<file path="src/rtl/fifo_pkg.sv">
// Shared definitions for the ingress-FIFO round-robin arbiter.
//   DATA_WIDTH  : word width carried by each ingress FIFO
//   NUM_FIFOS   : number of ingress FIFOs served by the arbiter
//   arb_state_t : arbiter state encoding
package fifo_pkg;

   localparam int unsigned DATA_WIDTH = 6;
   localparam int unsigned NUM_FIFOS  = 4;

   typedef enum logic [1:0] {
      IDLE   = 2'b00,
      ACTIVE = 2'b01,
      PAUSE  = 2'b10,
      ERROR  = 2'b11
   } arb_state_t;

endpackage

</file>
<file path="src/rtl/rr_pick.sv">
// Combinational rotating-priority encoder.
//   req        : request vector, one bit per FIFO
//   ptr        : last granted index; search starts at ptr+1 (mod 4)
//   gnt_onehot : one-hot grant, zero when no request
//   gnt_idx    : index of the granted request
//   any        : at least one request present
module rr_pick (
   input  logic [3:0] req,
   input  logic [1:0] ptr,
   output logic [3:0] gnt_onehot,
   output logic [1:0] gnt_idx,
   output logic       any
);

   logic [1:0] idx;

   always_comb begin
      gnt_onehot = '0;
      gnt_idx    = '0;
      any        = 1'b0;
      idx        = '0;
      // 2-bit wrap gives the mod-4 rotation for free.
      for (int k = 1; k <= 4; k++) begin
         idx = ptr + 2'(k);
         if (!any && req[idx]) begin
            any             = 1'b1;
            gnt_idx         = idx;
            gnt_onehot[idx] = 1'b1;
         end
      end
   end

endmodule

</file>
<file path="src/rtl/fifo_rr_arbiter.sv">
// Round-robin consumer of four ingress FIFOs; forwards each popped word to the
// next-stage FIFO two cycles after its pop.
//   clk, reset  : rising-edge clock, synchronous active-high reset
//   fifo_empty  : per-FIFO empty flags (current cycle)
//   fifo_valid  : per-FIFO read-data valid, one cycle after pop
//   fifo_data   : concatenated read data, FIFO i at [i*W +: W]
//   fifo_error  : per-FIFO error flags
//   pausa       : next-stage almost-full, blocks new pops
//   pop         : one-hot or zero read strobe to the ingress FIFOs
//   data_out    : word to the next stage, held while push is low
//   push        : write strobe to the next stage
//   grant_id    : last granted FIFO index
//   active/idle : state decode
//   error_out   : sticky error, cleared only by reset
module fifo_rr_arbiter #(
   parameter int unsigned NUM_FIFOS  = 4,
   parameter int unsigned DATA_WIDTH = 6
) (
   input  logic                            clk,
   input  logic                            reset,
   input  logic [NUM_FIFOS-1:0]            fifo_empty,
   input  logic [NUM_FIFOS-1:0]            fifo_valid,
   input  logic [NUM_FIFOS*DATA_WIDTH-1:0] fifo_data,
   input  logic [NUM_FIFOS-1:0]            fifo_error,
   input  logic                            pausa,
   output logic [NUM_FIFOS-1:0]            pop,
   output logic [DATA_WIDTH-1:0]           data_out,
   output logic                            push,
   output logic [1:0]                      grant_id,
   output logic                            active,
   output logic                            idle,
   output logic                            error_out
);

   import fifo_pkg::*;

   arb_state_t            state_q, state_d;
   logic [1:0]            rr_ptr_q, grant_q, sel_q;
   logic                  inflight_q;
   logic                  push_q;
   logic [DATA_WIDTH-1:0] data_q;

   logic [3:0] pick_oh;
   logic [1:0] pick_idx;
   logic       pick_any;
   logic       pop_en;
   logic       fwd_valid;
   logic       any_error;
   logic       all_empty;

   rr_pick u_rr_pick (
      .req       (~fifo_empty),
      .ptr       (rr_ptr_q),
      .gnt_onehot(pick_oh),
      .gnt_idx   (pick_idx),
      .any       (pick_any)
   );

   assign any_error = |fifo_error;
   assign all_empty = &fifo_empty;

   // An erroring cycle pops nothing: that word could never be forwarded.
   assign pop_en = (state_q == ACTIVE) && !pausa && !reset && !any_error && pick_any;
   assign pop    = pop_en ? pick_oh : '0;

   // Only the valid of the FIFO popped last cycle counts.
   assign fwd_valid = inflight_q && fifo_valid[sel_q];

   always_comb begin
      state_d = state_q;
      if (any_error) begin
         state_d = ERROR;
      end else begin
         unique case (state_q)
            IDLE: begin
               if (!all_empty) state_d = pausa ? PAUSE : ACTIVE;
            end
            ACTIVE: begin
               if (pausa)          state_d = PAUSE;
               else if (all_empty) state_d = IDLE;
            end
            PAUSE: begin
               if (!pausa) state_d = all_empty ? IDLE : ACTIVE;
            end
            ERROR: state_d = ERROR;
            default: state_d = IDLE;
         endcase
      end
   end

   always_ff @(posedge clk) begin
      if (reset) begin
         state_q    <= IDLE;
         rr_ptr_q   <= 2'd3;
         grant_q    <= 2'd0;
         sel_q      <= 2'd0;
         inflight_q <= 1'b0;
         push_q     <= 1'b0;
         data_q     <= '0;
      end else begin
         state_q    <= state_d;
         inflight_q <= pop_en;
         push_q     <= fwd_valid;
         if (pop_en) begin
            rr_ptr_q <= pick_idx;
            grant_q  <= pick_idx;
            sel_q    <= pick_idx;
         end
         if (fwd_valid) begin
            data_q <= fifo_data[int'(sel_q)*DATA_WIDTH +: DATA_WIDTH];
         end
      end
   end

   assign data_out  = data_q;
   assign push      = push_q;
   assign grant_id  = grant_q;
   assign active    = (state_q == ACTIVE);
   assign idle      = (state_q == IDLE);
   assign error_out = (state_q == ERROR);

endmodule

</file>
<file path="config.mk">
export PLATFORM = sky130hd
export DESIGN_NAME = fifo_rr_arbiter
export DESIGN_NICKNAME = d
export VERILOG_FILES = /design/src/rtl/fifo_pkg.sv /design/src/rtl/rr_pick.sv /design/src/rtl/fifo_rr_arbiter.sv
export SDC_FILE = /design/constraint.sdc
export NUM_CORES = 1
export LEC_CHECK = 0
export ABC_CLOCK_PERIOD_IN_PS = 2950
export BUFFER_PORTS_ARGS = -buffer_cell sky130_fd_sc_hd__buf_2
export CAP_MARGIN = 40
export CORE_ASPECT_RATIO = 1.75
export CORE_MARGIN = 2
export CORE_UTILIZATION = 42
export CTS_CLUSTER_DIAMETER = 60
export CTS_CLUSTER_SIZE = 8
export DETAILED_ROUTE_END_ITERATION = 10
export PLACE_DENSITY = 0.8
export RECOVER_POWER = 100
export SYNTH_ARGS = -nofsm -noshare
export SYNTH_HDL_FRONTEND = slang
export SYNTH_SLANG_ARGS = --single-unit
</file>
<file path="constraint.sdc">
create_clock -name clk -period 2.95 [get_ports clk]
set_input_delay 0.59 -clock clk [delete_from_list [all_inputs] [get_ports clk]]
set_output_delay 0.59 -clock clk [all_outputs]
set_load 0.01 [all_outputs]
</file>
== After elaboration in Yosys (flattened, before gate mapping) ==
Index checks and enable logic that the tools add are counted.
Word-level totals
  logic and storage cells: 91
  input port bits: 39
  bits in registers: 14
  output and inout port bits: 16
Operators by class
  equal/unequal tests: 6
  shift-type cells: 1
  multipliers: 1
  reductions and logical operators: 22
  bitwise logic cells: 4
  mux-type cells: 39
  $add $sub $neg: 3
  order comparisons: 9
Operators by type and width (number)
  24-bit by 6-bit variable part select with 6-bit output: 1
  2-bit 2-to-1 mux: 10
  4-bit 2-to-1 mux: 5
  2-bit by 3-bit less-than comparator with 1-bit output (second input constant): 5
  1-bit 2-to-1 mux: 14
  1-bit logical AND: 12
  4-bit OR: 3
  1-bit binary-select mux with 2-bit select: 5
  1-bit demux with 2-bit select: 4
  2-bit by 1-bit greater-or-equal comparator with 1-bit output (second input constant): 4
  2-bit one-hot mux with 4 select lines: 1
  1-bit zero test: 6
  3-bit != test (second input constant): 2
  2-bit adder (second input constant): 2
  2-bit equality test (second input constant): 2
  2-bit by 2-bit multiplier with 4-bit output (second input constant): 1
  4-bit by 2-bit != test with 1-bit output (second input constant): 1
  4-bit NOT: 1
  4-bit AND reduction: 1
  4-bit OR reduction: 1
  3-bit AND reduction: 1
  2-bit by 1-bit adder with 2-bit output (second input constant): 1
  2-bit by 1-bit equality test with 1-bit output (second input constant): 1
  2-bit zero test: 1

== Logic depth before layout (Yosys ltp) ==
  word-level depth: 15
  mapped depth: 9
  gate-level depth less buffers: 7

== By module ==
Synthesis repeated with hierarchy kept, for this count alone.
Second synthesis, totals
  cell total of the unflattened synthesis: 160
  area total of the unflattened synthesis: 1393.8 um^2
Modules (own cells, without submodules)
  fifo_rr_arbiter: area each 764.5 um^2, cells each 74, sequential area each 280.3 um^2, instances 1
  rr_pick: area each 629.4 um^2, cells each 86, sequential area each 0.0 um^2, instances 1

== Worst setup path after synthesis ==
Ideal clock, no wire load.
  kind: reg2out
  from: reg rr_ptr_q[1]
  to: out pop[0]
  cell stages (with the launch flop): 9
  data required time: 2.360 ns
  slack: -0.315 ns
  data arrival time: 2.675 ns
  path buffers: 2
  path through: dfxtp_1 -> clkbuf_1 -> inv_1 -> ha_1 -> clkbuf_1 -> mux4_1 -> and4_4 -> or3_4 -> a211oi_1
On the way
  cells in the longest elaborated chain, start to end: 15
  elaborated cells between the ends (all ways): 50
  classes of those cells: 3 x add/sub; 8 x order compare; 25 x mux; 3 x bitwise; 11 x reduce/logical
Ends and longest elaborated chain
  start: declaration: line fifo_rr_arbiter.sv:38  | logic [1:0] rr_ptr_q, grant_q, sel_q;
  start signal: assignment: line fifo_rr_arbiter.sv:105  | rr_ptr_q <= pick_idx;
  parallel branches: the longest is 14 deep, another holds 2-bit by 3-bit less-than comparator with 1-bit output
  4-bit 2-to-1 mux (*): line fifo_rr_arbiter.sv:64  | assign pop = pop_en ? pick_oh : '0;
  end: declaration: line fifo_rr_arbiter.sv:26  | output logic [NUM_FIFOS-1:0] pop,
Every way passes the cells marked *. The select of a mux whose other input is x is not followed.

== Worst setup path after layout ==
  from: in fifo_error[1]
  to: out pop[1]
On the way
  cells in the longest elaborated chain, start to end: 5
Ends and longest elaborated chain
  start: declaration: line fifo_rr_arbiter.sv:24  | input logic [NUM_FIFOS-1:0] fifo_error,
  4-bit OR reduction: line fifo_rr_arbiter.sv:59  | assign any_error = |fifo_error;
  1-bit zero test: line fifo_rr_arbiter.sv:63  | assign pop_en = (state_q == ACTIVE) && !pausa && !reset && !any_error && pick_any;
  1-bit logical AND (2 in series): line fifo_rr_arbiter.sv:63
  4-bit 2-to-1 mux: line fifo_rr_arbiter.sv:64
No other way between the ends.

==> reports/results.tsv <==
stage	metric	value	unit
drt	first-pass iteration count of the detailed router	4	
global_routing	vias in the first global route	1209	
synth	sequential share of the synthesized area	22.9	%
floorplan	die height	75.4	um
timing	Period Utilization, post-route	99.9	%
critical_path	R2R Setup Slk	810	ps
finish	non-filler cells, final	214	
synth	syn_nets	174	
finish	Nets	235	
timing	Slew Limit Fails	0	
global_routing	first-pass GRT wire length	5.10	mm
floorplan	Die ar.	3370	um2
power_and_ir_drop	Leakage	0.000739	uW
critical_path	Buf+Inv Stages, Crit Path	2	
drt	Routed Antenna Nets	0	
finish	Area Growth Syn to Fin	34.2	%
synth	post-synth cell types	36	
timing	Sum Neg Setup Slack	0	ps
global_routing	met2 global-route usage	40.9	%
cts	H-tree Lvls	1	
power_and_ir_drop	PD cells	287	nW/um2
timing	RSZ-0062 raised after global routing	true	
critical_path	Critical Path Sink Type	output pin	
drt	via count	1238	
outcome	status	complete, no violations	
floorplan	core box area	2750	um2
timing	relative slew slack	63.5	%
drt	DR WL/cell	15.5	um
cts	clock buffer depth	2	
synth	ranking of synthesized cells by area	dfxtp_1 (23%), mux4_2 (18%), ha_1 (8.2%)	
finish	fin util	59.6	%
critical_path	crit path kind	input pin to output pin	
synth	Avg Cell Area, Syn	9.63	um2
timing	time the worst path needs with I/O delays and setup	2950	ps
global_routing	met3 Usage GRT	4.74	%
synth	commonest cells in the netlist	nor2_1 (24), dfxtp_1 (14), mux4_2 (10)	
timing	Finish-stage setup viols	0	
critical_path	Critical Path AT	2360	ps
place	PortBufs	54	
place	routability cong.	0.810	
place	detailed placer's ending HPWL	2.64	mm
timing	Max Clk Rate	339	MHz
power_and_ir_drop	VDD IR max	0.196	mV
drt	total routed wirelength	3.32	mm
cts	hold buffers post-CTS	0	
global_routing	most used routing layer	met2	
synth	share of the synthesized area in the top cell type	22.9	%
synth	flops & latches, synth	14	
synth	YS warnings	0	
critical_path	CP top delay family	simple AND/OR/NAND/NOR gates	
critical_path	max incr delay on CP	530	ps
finish	Ant. Diodes	0	
synth	Synth area leader	dfxtp_1	
synth	Async S/R FF share, synth	0	%
floorplan	Starting Density	44.4	%
floorplan	Boundary Pins	55	
cts	clk sinks	14	
cts	CTS tree	built	
flow_run	maxcap violations	0	
critical_path	Critical Path, Cell by Cell	buf_6 -> or4_4 -> or3b_4 -> or3_4 -> a211oi_2 -> buf_2	
cts	Clock Tree Root	clkbuf_8	
hold_path	Tightest Hold Check Type	flop to flop	
place	Cells after DPL	208	
power_and_ir_drop	total power	471	uW
finish	layout cell share with drive strength beyond 1	45.5	%
cts	clk slew on worst S/H paths	60	ps
global_routing	initial antenna violation count	0	
drt	number of DRC markers in iteration 0	30	
synth	Syn Std Cell Area	1220	um2
drt	Via density	5.79	
drt	drt drc	0	
critical_path	crit path launch type	input pin	
cts	Worst-Skew Late Latency	240	ps
critical_path	CP max-delay cell	or4_4	
global_routing	Total GRT Usage	20.3	%
synth	number of flops mapped to enable cells by yosys	0	
global_routing	largest net degree at the start of global routing	16	
critical_path	Worst Path Required	2360	ps
synth	Most used DFF post-synth	dfxtp_1	
critical_path	Worst Path Max Fanout	5	
timing	Worst Tran Pin Value	548	ps
cts	CTS Buf Count	3	
timing	Hold Vio Cnt, Final	0	
synth	Cells after Synth	127	
timing	clock skew	1.74	ps
floorplan	# rows	25	
timing	Hold Slack	497	ps
global_routing	met1 GRT Util	18.1	%
floorplan	die width	44.8	um
global_routing	gr ovfl total	0	
synth	most frequent cell after synthesis	nor2_1	
[tightest hold or removal path, cell delays in order (launching register included)]
cell	delay, ps
dfxtp_1	330
mux2i_1	70
nor2_1	70
[flip-flops by register name (all words and copies together) (netlist names)]
signal and flops:
data_out 6, rr_ptr_q 2, sel_q 2, state_q 2, inflight_q 1, push 1
[layer usage]
metal,part of all wire (%),up-vias
li1,-,593
met1,34,585
met2,56,54
met3,8.7,6
met4,1.9,0
met5,0,-
[per-stage QoR]
stage | cell area (um2) | worst slack [ps]
after floorplan | 1250 | 0.586
after global routing | 1640 | -49.1
final | 1640 | 3.85
after CTS | 1650 | 1.43
after global placement | 1570 | -19.6
after detailed placement | 1570 | -30.8
[placed cells by master (no fill, tap or decap), types with 6 or more instances in the layout]
cell type,Yosys,layout
mux2i_1,9,9
clkbuf_1,7,11
nand2_1,6,6
nor2_1,24,24
dfxtp_1,14,12
buf_4,0,10
ha_1,8,7
mux4_2,10,11
buf_2,1,43
[report_power, final]
part	total (uW)	leakage, uW	switching [uW]	internal [uW]
logic	93.4	0.000598	43.5	49.9
registers	194	0.000113	2.16	191
clock network	184	0.0000288	66.0	118
[worst paths after layout]
kind | start | to | depth (start not counted)
max | fifo_error[1] | pop[1] | 6
min | data_out[0] | data_out[0] | 2
max reg2reg | rr_ptr_q[1] | rr_ptr_q[1] | 8
min reg2reg | data_out[0] | data_out[0] | 2
[kinds of logic (layout without fill, tap and decap cells)]
kind of cell / Yosys count / in the layout / synth area share (%)
buf+inv: 12 / 72 / 4.40
simple gates: 50 / 50 / 21.3
fa+ha+maj: 8 / 8 / 8.19
flops: 14 / 14 / 22.9
compound gates: 21 / 21 / 13.4
mux: 22 / 22 / 29.8
[area by class of cell]
| type | instances | area [um2] |
|---|---|---|
| multi-input combinational | 101 | 915 |
| clock buffer | 4 | 55.1 |
| sequential | 14 | 283 |
| timing repair buffer | 65 | 343 |
| inverter | 3 | 11.3 |
| fill | 235 | 1110 |
| tap | 27 | 33.8 |
[repair_timing]
action | CTS | global route
setup buffers | 0 | 2
gates resized for setup | 6 | 0
setup endpoints to repair | 4 | 4
pin swaps | 4 | 0
No activity file was read; power rests on OpenSTA's default activity.
